`src/rtl/vram_pkg.sv`:
```
// Shared types and defaults for the VRAM load sequencer.
// Imported by the counter and the top-level FSM.
package vram_pkg;

    localparam int ADDR_W_DEF = 10;
    localparam int DATA_W_DEF = 16;

    localparam logic MODE_COPY = 1'b0;
    localparam logic MODE_FILL = 1'b1;

    typedef enum logic [2:0] {
        ST_IDLE  = 3'd0,
        ST_FETCH = 3'd1,
        ST_WAIT  = 3'd2,
        ST_WRITE = 3'd3,
        ST_DONE  = 3'd4
    } state_t;

endpackage

```
`src/rtl/vram_addr_ctr.sv`:
```
// Word address and written-word counter for one load pass.
// The address stops at DEPTH-1; the count keeps the total.
module vram_addr_ctr
    import vram_pkg::*;
#(
    parameter int ADDR_W = ADDR_W_DEF,
    parameter int DEPTH  = 1024
) (
    input  logic              clk,
    input  logic              rst,
    input  logic              clr,
    input  logic              en,
    output logic [ADDR_W-1:0] addr,
    output logic [ADDR_W:0]   count,
    output logic              tc
);

    localparam logic [ADDR_W-1:0] LAST = ADDR_W'(DEPTH - 1);

    assign tc = (addr == LAST);

    // Clear on a new load, advance on each committed write
    always_ff @(posedge clk) begin
        if (!rst) begin
            addr  <= '0;
            count <= '0;
        end else if (clr) begin
            addr  <= '0;
            count <= '0;
        end else if (en) begin
            count <= count + 1'b1;
            if (!tc) addr <= addr + 1'b1;
        end
    end

endmodule

```
`src/rtl/vram_load_ctrl.sv`:
```
// Frame buffer loader: copies the image ROM or fills a constant
// colour into VRAM, writing only inside the display write window.
module vram_load_ctrl
    import vram_pkg::*;
#(
    parameter int ADDR_W  = ADDR_W_DEF,
    parameter int DATA_W  = DATA_W_DEF,
    parameter int DEPTH   = 1024,
    parameter int ROM_LAT = 1
) (
    input  logic              clk,
    input  logic              rst,
    input  logic              start,
    input  logic              mode,
    input  logic [DATA_W-1:0] fill_colour,
    input  logic              abort,
    input  logic              wr_allow,
    output logic [ADDR_W-1:0] rom_ad,
    output logic              rom_ce,
    input  logic [DATA_W-1:0] rom_data,
    output logic [ADDR_W-1:0] vram_ad,
    output logic [DATA_W-1:0] vram_data,
    output logic              vram_ce,
    output logic              busy,
    output logic              done,
    output logic [ADDR_W:0]   words_written
);

    localparam logic [1:0] LAT_LAST = 2'(ROM_LAT - 1);

    state_t            state;
    state_t            nxt;
    logic [1:0]        lat_cnt;
    logic              mode_r;
    logic [DATA_W-1:0] data_r;
    logic [ADDR_W-1:0] addr;
    logic              tc;
    logic              ctr_clr;
    logic              wr_go;
    logic              lat_hit;

    assign lat_hit = (lat_cnt == LAT_LAST);
    assign ctr_clr = (state == ST_IDLE) && start;
    assign wr_go   = (state == ST_WRITE) && wr_allow && !abort;

    // Next-state decode; abort overrides everything outside IDLE
    always_comb begin
        nxt = state;
        unique case (state)
            ST_IDLE:  if (start)
                          nxt = (mode == MODE_FILL) ? ST_WRITE : ST_FETCH;
            ST_FETCH: nxt = ST_WAIT;
            ST_WAIT:  if (lat_hit) nxt = ST_WRITE;
            ST_WRITE: if (wr_allow) begin
                          if (tc)
                              nxt = ST_DONE;
                          else if (mode_r == MODE_FILL)
                              nxt = ST_WRITE;
                          else
                              nxt = ST_FETCH;
                      end
            ST_DONE:  nxt = ST_IDLE;
            default:  nxt = ST_IDLE;
        endcase
        if (abort && state != ST_IDLE) nxt = ST_IDLE;
    end

    // State, latched load settings, ROM latency count, write data
    always_ff @(posedge clk) begin
        if (!rst) begin
            state   <= ST_IDLE;
            lat_cnt <= '0;
            mode_r  <= MODE_COPY;
            data_r  <= '0;
        end else begin
            state <= nxt;
            if (ctr_clr) begin
                mode_r <= mode;
                data_r <= fill_colour;
            end
            if (state == ST_FETCH)
                lat_cnt <= '0;
            else if (state == ST_WAIT)
                lat_cnt <= lat_cnt + 2'd1;
            if (state == ST_WAIT && lat_hit)
                data_r <= rom_data;
        end
    end

    vram_addr_ctr #(
        .ADDR_W (ADDR_W),
        .DEPTH  (DEPTH)
    ) u_ctr (
        .clk   (clk),
        .rst   (rst),
        .clr   (ctr_clr),
        .en    (wr_go),
        .addr  (addr),
        .count (words_written),
        .tc    (tc)
    );

    assign rom_ad    = addr;
    assign rom_ce    = (state == ST_FETCH);
    assign vram_ad   = addr;
    assign vram_data = data_r;
    assign vram_ce   = wr_go;
    assign busy      = (state != ST_IDLE);
    assign done      = (state == ST_DONE);

endmodule

```
`config.mk`:
```
export PLATFORM = sky130hd
export DESIGN_NAME = vram_load_ctrl
export DESIGN_NICKNAME = d
export VERILOG_FILES = /design/src/rtl/vram_pkg.sv /design/src/rtl/vram_addr_ctr.sv /design/src/rtl/vram_load_ctrl.sv
export SDC_FILE = /design/constraint.sdc
export NUM_CORES = 1
export LEC_CHECK = 0
export CAP_MARGIN = 20
export CORE_MARGIN = 2
export CORE_UTILIZATION = 60
export CTS_CLUSTER_DIAMETER = 150
export DETAILED_ROUTE_END_ITERATION = 10
export DONT_BUFFER_PORTS = 1
export PLACE_DENSITY = 0.84
export SLEW_MARGIN = 20
export SYNTH_ARGS = -nofsm -noshare
export SYNTH_HDL_FRONTEND = slang
export SYNTH_SLANG_ARGS = --single-unit
```
`constraint.sdc`:
```
create_clock -name clk -period 2 [get_ports clk]
set_input_delay 0.3 -clock clk [delete_from_list [all_inputs] [get_ports clk]]
set_output_delay 0.3 -clock clk [all_outputs]
set_load 0.02 [all_outputs]
```
* Yosys cells after proc, flatten, opt, wreduce, memory -nomap -nowiden
Cells that the tools add are included. Widths: inputs -> output; s select.
Cells by class: reductions and logical operators 15, equal/unequal tests 8, add/subtract/negate cells 3, bitwise operators 2, muxes and demuxes 9
Operator list (count):
- $mux 16 | 2
- $mux 3 | 4
- $pmux 3 s4 | 1
- $add 11x1->11 const B | 1
- $add 10x1->10 const B | 1
- $eq 10x10->1 const B | 1
- $eq 3x2->1 const B | 2
- $ne 2x2->1 const B | 3
- $reduce_or 2->1 | 3
- $logic_and 1x1->1 | 5
- $mux 2 | 2
- $eq 3x1->1 const B | 1
- $eq 3x3->1 const B | 1
- $logic_not 3->1 | 1
- $reduce_and 3->1 | 1
- $reduce_bool 3->1 | 1
- $add 2x1->2 const B | 1
- $logic_not 2->1 | 1
- $not 1->1 | 2
- $reduce_and 2->1 | 1
- $reduce_bool 2->1 | 1
- $logic_not 1->1 | 1
Storage, ports and cells: bits in registers 43, output and inout port bits 51, word-level logic and storage cells 43, input port bits 38

* Logic depth before layout (Yosys ltp)
Gate-level depths: netlist of the first run.
depth after elaboration 4, gate-level depth with buffers 7, mapped depth without buffers 6

* Modules after synthesis
From an unflattened synthesis of the first run, not the netlist that was laid out.
Unflattened totals: cell total of the unflattened synthesis 271, area total of the unflattened synthesis 2332.2 µm²
By module, submodules not included:
- vram_load_ctrl | seq. area each 440.4 µm², area each 1282.5 µm², instances 1, cells an instance 148
- vram_addr_ctr | seq. area each 420.4 µm², area each 1049.8 µm², instances 1, cells an instance 123

* Worst setup path after synthesis of the first run
No wires, ideal clock.
path kind reg-to-reg, start point register u_ctr.addr[0], end point register state[0], clock period less this slack 1718 ps, buffers on the path 1, stages on the path, launching flop included 7, arrival 1597 ps, slack 282 ps, cells stage by stage dfxtp_1 -> ha_1 -> nand3_1 -> nor3_2 -> buf_2 -> and2_1 -> o22ai_1
Between the ends: longest elaborated chain between the ends 4
RTL lines:
- start, declared | line vram_addr_ctr.sv:13 | output logic [ADDR_W-1:0] addr,
- start signal, assigned | line vram_addr_ctr.sv:32 | if (!tc) addr <= addr + 1'b1;
- $eq 10x10->1 | line vram_addr_ctr.sv:20 | assign tc = (addr == LAST);
- $mux 3 | line vram_load_ctrl.sv:55 | if (tc)
- $mux 3 | line vram_load_ctrl.sv:54 | ST_WRITE: if (wr_allow) begin
- $pmux 3 s4 | line vram_load_ctrl.sv:49 | unique case (state)
- end signal, assigned | line vram_load_ctrl.sv:76 | state <= nxt;
- end, declared | line vram_load_ctrl.sv:31 | state_t state;
No other way between the ends. The select of a mux whose other input is x is not followed. A chain may end at the register's enable or synchronous reset.

* Final worst setup path of the first run
start point register state[0], end point output port vram_ce
Between the ends: longest elaborated chain between the ends 3
RTL lines:
- $eq 3x2->1 | line vram_load_ctrl.sv:44 | assign wr_go = (state == ST_WRITE) && wr_allow && !abort;
- $logic_and 1x1->1 (2 in a row) | line vram_load_ctrl.sv:44
- end, declared | line vram_load_ctrl.sv:23 | output logic vram_ce,
No other way between the ends.

==> metrics, run 1 <==
Final Max Tran Viols=0; Clock Tree Root=clkbuf_4; P&R area growth vs syn=4.485%; CP max stage delay=0.56 ns; Worst-Skew Late Latency=0.36 ns; Worst Hold Class=input port to flip-flop; sequential fraction of the synthesis area=0.3956; initial antenna violation count=0; All-Layer GR Usage=0.2375; Mapped Nets=290; CP max FO=14; Post-route DRC=0; status=finished clean; PortBufs=0; Crit Path Class=flip-flop to output pin; CTS tree=yes; grt total ovfl=0; Finished Cell Area=0.002273 sq mm; Final Hold Fails=0; vias per cell=6.121; clk buf depth=2; slowest CP cell=dfxtp_1; cts hold-fix bufs=0; CTS clock-pin slew for the worst setup and hold paths=0.14 ns; Area after DPL=0.002221 sq mm; MaxCap Viol Count=0; Slew @ Worst Pin=0.4226 ns; Critical Path End=vram_ce; drt wl/cell=15.56 um; Setup crit start=state[0]; Critical R2R Launch=u_ctr.addr[0]; total wire length=4637 um; Avg Cell Area, Syn=8.738 sq um; first-pass GRT wire length=7721 um; Die X=64.22 um; post-synth top area share=0.3956; fmax=547.8 MHz; Die H=64.22 um; reg2reg path depth=6; DPL Wire Length=3353 um; gpl congestion=0.8198; vias in the first global route=1750; LEAKAGE=0.8395 nW; largest cells by area after synthesis=dfxtp_1 40%, mux2i_1 6.9%, a21oi_1 6.2%; fin util=0.6656; largest net degree at the start of global routing=27; Via Count=1824; row count=21; post-CTS setup buffers=0; peak supply drop=511.7 uV; DR pass1 iterations=4; Reg-to-Reg End=u_ctr.addr[3]; Mapped Cells=249; RSZ-0062 raised after global routing=no; relative slew slack=0.7179; data arrival time of the worst path=1.53 ns; setup_tns=0 ns; startpoint types=flip-flop; I/O Pins=89; synth unique cells=41; nets=292; Initial Util=0.6370; initial drt markers=147; Worst Clk Skew=0.01632 ns; final setup margin=0.1745 ns; CP Cell Sequence=and3b_1, nand2_4, inv_2; leading area contributor after synthesis=dfxtp_1; minimum clock period=1.826 ns; fin crit share=0.9128; endpoints failing setup=0; Yosys warnings=0; die area=0.004124 sq mm; Worst EP required=1.70 ns; R2R setup slack=0.30 ns; Ant. Diodes=0; Cell Area, Synth=0.002176 sq mm; Seq cells post-synth=43; H-tree levels=2; Core ar.=0.003416 sq mm; Routed Antenna Nets=0; Num CTS Buffers=5; Sink Count=43; share of post-route cells with drive strength above 1=0.1349; Crit. End Element=output pin; PD cells=729.8 mW/mm^2; CTS resizes=0; pre-CTS setup slack=0.3312 ns
## cell families after synthesis
logic type | count (synthesis) | synth area share
and+or+nand+nor | 92 | 0.2478
xor gates and xnor gates | 7 | 0.02818
AOI/OAI and AO/OA | 60 | 0.1558
adders and majority gates | 3 | 0.01725
DFF | 43 | 0.3956
buffers and inverters | 28 | 0.08108
muxes | 16 | 0.07418
## cell usage in the layout, fill, tap and decap left out, types with 4 or more instances in the layout
cell | Yosys | final
mux2i_1 | 15 | 15
nand2_1 | 18 | 18
o21ai_0 | 18 | 18
or4_1 | 6 | 6
nor3_1 | 4 | 4
buf_4 | 11 | 19
xnor2_1 | 4 | 4
and3_1 | 4 | 4
nand3_1 | 8 | 8
o31ai_1 | 4 | 4
a21oi_1 | 27 | 27
nor2b_1 | 5 | 5
dfxtp_1 | 43 | 43
and2_1 | 5 | 5
nor2_1 | 11 | 11
or3_1 | 7 | 7
nand4_1 | 8 | 8
clkbuf_4 | 0 | 5
## worst min path at each step
stage          cells past startpoint          to      from
2_1_floorplan                      2    state[2]  wr_allow
3_3_place_gp                       1  lat_cnt[1]       rst
3_5_place_dp                       1  lat_cnt[0]       rst
4_1_cts                            2    state[2]  wr_allow
5_1_grt                            2    state[2]  wr_allow
6_report                           2    state[2]  wr_allow
## metrics by stage
step	std cells	hold WS, ns	power (W)
detailed placement	290	0.4274	0.001259
floorplan	249	0.4192	0.001219
finish	298	0.04610	0.001659
global placement	290	0.4269	0.001247
global route	298	0.02634	0.001747
CTS	298	0.03169	0.001672
## state kept, by name, indices dropped and copies added, names as in the netlist
name / flops
vram_data: 16
u_ctr.count: 11
u_ctr.addr: 10
state: 3
lat_cnt: 2
mode_r: 1
## area by class of cell
| cell class | instances | area (sq um) |
|---|---|---|
| clock buffer | 5 | 37.54 |
| multi-input combinational | 178 | 1145 |
| tap | 46 | 57.56 |
| sequential | 43 | 860.8 |
| fill | 308 | 1142 |
| inverter | 4 | 15.01 |
| clock inverter | 3 | 15.01 |
| timing repair buffer | 19 | 142.6 |
## worst max-delay path, delay by kind of cell, from the launching register on
kind                   cells  cell delay, ns
buffers and inverters      1            0.20
flip-flops                 1            0.56
AND/OR/NAND/NOR            2            0.40
## cell usage after synthesis
cell type and n:
a211oi_1 1, a21oi_1 27, a222oi_1 3, a31oi_1 2
and2_1 5, and2b_1 1, and3_1 4, and3b_1 2
and4_1 1, buf_2 6, buf_4 11, buf_6 3
clkbuf_1 4, dfxtp_1 43, ha_1 3, inv_1 3
inv_2 1, mux2_2 1, mux2i_1 15, nand2_1 18
nand2_4 1, nand2b_4 1, nand3_1 8, nand4_1 8
nand4b_1 2, nor2_1 11, nor2b_1 5, nor3_1 4
nor3_2 1, nor3b_1 2, nor3b_2 1, nor4_1 2
nor4b_1 2, o211ai_1 2, o21ai_0 18, o22ai_1 3
o31ai_1 4, or3_1 7, or4_1 6, xnor2_1 4
xor2_1 3
## power breakdown
| group | internal [W] | switching (W) | leakage, nW | total [W] |
|---|---|---|---|---|
| registers | 0.000910 | 0.0000944 | 0.350 | 0.00100 |
| logic | 0.000102 | 0.000131 | 0.455 | 0.000233 |
| clock network | 0.000131 | 0.000291 | 0.0347 | 0.000422 |
| total | 0.00114 | 0.000516 | 0.840 | 0.00166 |
## metal layers
layer | global-route usage | share of wire | up-vias
li1 | - | - | 907
met1 | 0.2712 | 0.42 | 845
met2 | 0.4115 | 0.49 | 68
met3 | 0.08803 | 0.083 | 4
met4 | 0.07181 | 0.0082 | 0
met5 | 0 | 0 | -
Note: power is estimated with default switching activity, not from simulation.
==> inputs of run 2 (changes only) <==
--- a/config.mk
+++ b/config.mk
@@ -6,12 +6,14 @@
 export NUM_CORES = 1
 export LEC_CHECK = 0
 export CAP_MARGIN = 20
+export CELL_PAD_IN_SITES_DETAIL_PLACEMENT = 0
+export CELL_PAD_IN_SITES_GLOBAL_PLACEMENT = 1
 export CORE_MARGIN = 2
-export CORE_UTILIZATION = 60
+export CORE_UTILIZATION = 45
 export CTS_CLUSTER_DIAMETER = 150
 export DETAILED_ROUTE_END_ITERATION = 10
 export DONT_BUFFER_PORTS = 1
-export PLACE_DENSITY = 0.84
+export PLACE_DENSITY = 0.86
 export SLEW_MARGIN = 20
 export SYNTH_ARGS = -nofsm -noshare
 export SYNTH_HDL_FRONTEND = slang
==> metrics, run 2 (same netlist as run 1, synthesis figures left out) <==
status=finished clean; RSZ-0062 raised after global routing=no; DPL Wire Length=3507 um (+4.6%); most frequent cells in the layout=43 x dfxtp_1, 27 x a21oi_1, 19 x buf_4, 18 x nand2_1, 18 x o21ai_0; minimum clock period=1.772 ns (-0.05351 ns); row count=25 (+19%); Final Max Tran Viols=0 (unchanged); Core ar.=0.004692 sq mm (+37%); LEAKAGE=0.8619 nW (+2.7%); Post-route DRC=0 (unchanged); number of flip-flops in the largest register=16 (unchanged); Final Hold Fails=0 (unchanged); R2R setup slack=0.25 ns (-0.05 ns); All-Layer GR Usage=0.1816 (-0.05585); first-pass GRT wire length=7583 um (-1.8%); hold endpoint=lat_cnt[0]; Worst Clk Skew=0.009504 ns (-0.006816 ns); met3 wire length=382 um (-0.26%); data arrival time of the worst path=1.47 ns (-0.06 ns); wire length on met2=2242 um (-1.7%); share of post-route cells with drive strength above 1=0.1383 (+0.003419); Die H=73.54 um (+15%); largest net degree at the start of global routing=27 (unchanged); Reg-to-Reg End=u_ctr.addr[2]; total wire length=4962 um (+7.0%); total chip power=0.001785 W (+7.6%); CP max stage delay=0.56 ns (about the same); PD cells=764.6 mW/mm^2 (+4.8%); grt total ovfl=0 (unchanged); relative slew slack=0.6981 (-0.01975); Routed Antenna Nets=0 (unchanged); Worst Hold Class=input port to flip-flop; pre-CTS setup slack=0.3004 ns (-0.03078 ns); vias in the first global route=1643 (-6.1%); initial antenna violation count=0 (unchanged); fmax=564.3 MHz (+3.0%); MaxCap Viol Count=0 (unchanged); most common cell after layout, fill and taps aside=dfxtp_1; endpoints failing setup=0 (unchanged); initial drt markers=181 (+23%); Setup crit start=state[0]; Critical R2R Launch=state[1]; peak supply drop=400.8 uV (-22%); Sink Count=43 (unchanged); CTS resizes=0 (unchanged); Slew @ Worst Pin=0.4522 ns (+0.02959 ns); Initial Util=0.4637 (-0.1733); Ant. Diodes=0 (unchanged); Worst EP required=1.70 ns (about the same); CTS clock-pin slew for the worst setup and hold paths=0.09 ns (-0.05 ns); CP Cell Sequence=and3b_1, nand2_4, inv_2; die area=0.005407 sq mm (+31%); Clock Tree Root=clkbuf_8; Num CTS Buffers=5 (unchanged); CP max FO=14 (unchanged); Via Count=1845 (+1.2%); gpl congestion=0.8073 (-1.5%); Crit Path Class=flip-flop to output pin; I/O Pins=89 (unchanged); DR top layer=met4; slowest CP cell=dfxtp_1; clk buf depth=2 (unchanged); post-CTS setup buffers=0 (unchanged); Crit. End Element=output pin; CTS tree=yes; Die X=73.54 um (+15%); Worst-Skew Late Latency=0.30 ns (-0.06 ns); PortBufs=0 (unchanged); startpoint types=flip-flop; setup_tns=0 ns (unchanged); fin crit share=0.8860 (-0.02675); vias per cell=6.010 (-1.8%); hold_sp=rst; H-tree levels=2 (unchanged); P&R area growth vs syn=7.303%; DR pass1 iterations=4 (unchanged); nets=293 (+0.34%); M1 WL=2278 um (+18%); cts hold-fix bufs=0 (unchanged); worst hold stages=1 (-1); reg2reg path depth=5 (-1); drt wl/cell=16.16 um (+3.9%); final setup margin=0.2280 ns (+0.05351 ns); fin util=0.4976 (-0.1680)
[run 2: metal layers]
| metal | up-vias | global-route usage |
|---|---|---|
| li1 | 903 | - |
| met1 | 849 | 0.2335 |
| met2 | 88 | 0.2798 |
| met3 | 5 | 0.06036 |
| met4 | 0 | 0.07273 |
| met5 | - | 0 |
[run 2: worst max-delay path, delay by kind of cell (launching register included)]
family	cells	cell delay, ns
buffers and inverters	1	0.20
DFF	1	0.56
and+or+nand+nor	2	0.41
[run 2: through the flow]
stage | instance area, sq um | instances | hold WS, ns
after global placement | 2251 | 299 | 0.4272
after CTS | 2335 | 307 | 0.1126
after detailed placement | 2251 | 299 | 0.4301
final | 2335 | 307 | 0.1273
after floorplan | 2176 | 249 | 0.4192
after global routing | 2335 | 307 | 0.1170
[run 2: worst max path at each step]
| stage | endpoint | slack [ns] | cells past startpoint |
|---|---|---|---|
| after CTS | vram_ce | 0.21 | 3 |
| after global routing | vram_ce | 0.11 | 3 |
| final | vram_ce | 0.23 | 3 |
| after global placement | u_ctr.addr[2] | 0.34 | 5 |
| after floorplan | state[0] | 0.28 | 6 |
| after detailed placement | u_ctr.addr[2] | 0.30 | 5 |
[run 2: cell type report]
| type | instances | area, sq um |
|---|---|---|
| fill | 445 | 2357 |
| multi-input combinational | 178 | 1145 |
| sequential | 43 | 860.8 |
| timing repair buffer | 20 | 162.7 |
| clock buffer | 5 | 68.82 |
| tap | 54 | 67.56 |
| clock inverter | 3 | 15.01 |
| inverter | 4 | 15.01 |
[run 2: report_power, final]
group | switching [W] | internal [W] | total [W]
registers | 0.0000982 | 0.000909 | 0.00101
logic | 0.000128 | 0.000109 | 0.000237
clock network | 0.000302 | 0.000239 | 0.000541
==> inputs of run 3 (changes only) <==
--- a/config.mk
+++ b/config.mk
@@ -14,7 +14,9 @@
 export DETAILED_ROUTE_END_ITERATION = 10
 export DONT_BUFFER_PORTS = 1
 export PLACE_DENSITY = 0.86
+export RECOVER_POWER = 100
 export SLEW_MARGIN = 20
 export SYNTH_ARGS = -nofsm -noshare
 export SYNTH_HDL_FRONTEND = slang
+export SYNTH_HIERARCHICAL = 1
 export SYNTH_SLANG_ARGS = --single-unit
==> metrics, run 3 <==
complex-gate fraction of the synthesized area=0.2602 (+0.1044); fmax=530.1 MHz (-6.1%); Die H=75.99 um (+3.3%); I/O Pins=89 (unchanged); vias per cell=5.874 (-2.3%); GR Layer Usage met3=0.06398 (+0.003624); DPL Wire Length=3925 um (+12%); All-Layer GR Usage=0.1865 (+0.004911); peak supply drop=376.9 uV (-6.0%); Worst EP required=1.70 ns (about the same); CTS resizes=0 (unchanged); Clock Tree Root=clkbuf_8; most frequent cells in the layout=43 x dfxtp_1, 23 x inv_1, 23 x nor2_1, 16 x clkbuf_1, 15 x a21oi_1; Worst Hold Class=input port to flip-flop; most common cell after layout, fill and taps aside=dfxtp_1; FFs w/ async S/R, synth=0 (unchanged); PD cells=785.3 mW/mm^2 (+2.7%); drt wl/cell=15.77 um (-2.5%); gpl congestion=0.8210 (+1.7%); LEAKAGE=0.9013 nW (+4.6%); Crit Path Class=flip-flop to output pin; Crit. End Element=output pin; CTS tree=yes; fillers=521 (+17%); fin crit share=0.9432 (+0.05722); largest net degree at the start of global routing=33 (+22%); Slew @ Worst Pin=0.6979 ns (+0.2457 ns); Post-synth EDFFs=0 (unchanged); vias in the first global route=1743 (+6.1%); Ant. Diodes=0 (unchanged); Seq cells post-synth=43 (unchanged); initial drt markers=100 (-45%); mux contribution to synthesized area=0.01824 (-0.05594); Post-Synth Simple-Gate Area=0.2060 (-0.04184); Final Max Tran Viols=0 (unchanged); total wire length=5392 um (+8.7%); Initial Util=0.4625 (-0.001202); H-tree levels=2 (unchanged); Via Count=2009 (+8.9%); P&R area growth vs syn=4.721%; DR pass1 iterations=4 (unchanged); Mapped Cells=271 (+8.8%); clk buf depth=2 (unchanged); sequential fraction of the synthesis area=0.3691 (-0.02653); relative slew slack=0.5347 (-0.1634); MaxCap Viol Count=0 (unchanged); minimum clock period=1.886 ns (+0.1144 ns); pre-CTS setup slack=0.2825 ns (-0.01798 ns); share of post-route cells with drive strength above 1=0.1360 (-0.002311); synth unique cells=46 (+12%); total chip power=0.001918 W (+7.5%); register area=860.8 sq um (unchanged); number of flip-flops in the largest register=16 (unchanged); Post-Synth XOR/XNOR Area=0.01127 (-0.01691); ys flop type=dfxtp_1; Post-Synth Adder-Cell Area=0.01609 (-0.001157); Avg Cell Area, Syn=8.606 sq um (-1.5%); Die X=75.99 um (+3.3%); Worst Clk Skew=0.008174 ns (-0.001330 ns); Worst-Skew Late Latency=0.30 ns (about the same); initial antenna violation count=0 (unchanged); status=finished clean; Cell Area, Synth=0.002332 sq mm (+7.2%); Core ar.=0.005042 sq mm (+7.5%); grt total ovfl=0 (unchanged); row count=26 (+4.0%); GRT busiest layer=met2; largest family of logic cells by synthesized area=compound AO/OA/AOI/OAI gates; die area=0.005774 sq mm (+6.8%); endpoints failing setup=0 (unchanged); Num CTS Buffers=5 (unchanged); CP max FO=32 (+18); Final Hold Fails=0 (unchanged); Multi-input gate area=0.001179 sq mm (+3.0%); setup_tns=0 ns (unchanged); leading area contributor after synthesis=dfxtp_1; post-synth top area share=0.3691 (-0.02653); Sink Count=43 (unchanged); startpoint types=flip-flop; PortBufs=0 (unchanged); Post-route DRC=0 (unchanged); largest cells by area after synthesis=dfxtp_1 37%, o221a_2 6.8%, a32oi_1 5.3%; Routed Antenna Nets=0 (unchanged); first-pass GRT wire length=8887 um (+17%); data arrival time of the worst path=1.59 ns (+0.12 ns); CTS clock-pin slew for the worst setup and hold paths=0.08 ns (about the same); RSZ-0062 raised after global routing=no; Yosys warnings=6 (+6); final setup margin=0.1135 ns (-0.1144 ns); top post-synthesis cells by count=43 x dfxtp_1, 23 x inv_1, 23 x nor2_1; cts hold-fix bufs=0 (unchanged); Mapped Nets=312 (+7.6%); top-count cell post-synth=dfxtp_1; met2 usage=0.2723 (-0.007440); routing usage on met1=0.2541 (+0.02061); fin util=0.4844 (-0.01323); nets=312 (+6.5%); post-CTS setup buffers=0 (unchanged)
==> run 3: cell count changes in the layout (fill, tap and decap cells not counted), moves of 10 or more <==
cell / change
nor2_1: +12
buf_4: -10
nand2_1: -10
o221a_2: +14
a32oi_1: +14
a21oi_1: -12
mux2i_1: -12
inv_1: +20
clkbuf_1: +16
==> run 3: area by class of cell <==
cell class                 instances  share of cell area
clock buffer                       8             0.04098
inverter                          23             0.03535
multi-input combinational        173              0.4826
sequential                        43              0.3525
tap                               70             0.03586
timing repair buffer              25             0.05277
==> run 3: cells by family (layout without fill, tap and decap cells) <==
kind of cell	count (synthesis)	after routing
and+or+nand+nor	83	83
buffers and inverters	55	56
muxes	3	3
DFF	43	43
adders and majority gates	3	3
AOI/OAI and AO/OA	81	81
xor gates and xnor gates	3	3
==> run 3: path summary, 6_finish.rpt <==
check | from | end | cells after the start | slack [ns]
hold / removal | rst | vram_data[12] | 1 | 0.15
setup / recovery | state[1] | done | 4 | 0.11
hold reg to reg | lat_cnt[0] | lat_cnt[0] | 2 | 0.50
setup reg to reg | state[2] | u_ctr/addr[7] | 5 | 0.19
==> run 3: layer usage <==
metal,share of wire,wire (um)
met5,0,0
met1,0.48,2564
met2,0.44,2353
met4,0.012,63
met3,0.076,410
==> run 3: through the flow <==
stage | cell area [sq um] | std cells | hold slack [ns]
2_1_floorplan | 2344 | 271 | 0.4441
3_3_place_gp | 2427 | 334 | 0.4515
5_1_grt | 2442 | 342 | 0.1276
6_report | 2442 | 342 | 0.1543
3_5_place_dp | 2427 | 334 | 0.4531
4_1_cts | 2527 | 342 | 0.1326
==> run 3: where the power goes <==
group / switching (W) / internal (W) / total, W
sequential: 0.0000981 / 0.000915 / 0.00101
combinational: 0.000172 / 0.000127 / 0.000299
clock: 0.000290 / 0.000315 / 0.000605
==> run 3: critical path, stage by stage, from the launching register on <==
cell     delay [ns]
dfxtp_1        0.31
buf_4          0.17
buf_4          0.23
nor2_1         0.28
and2_1         0.31
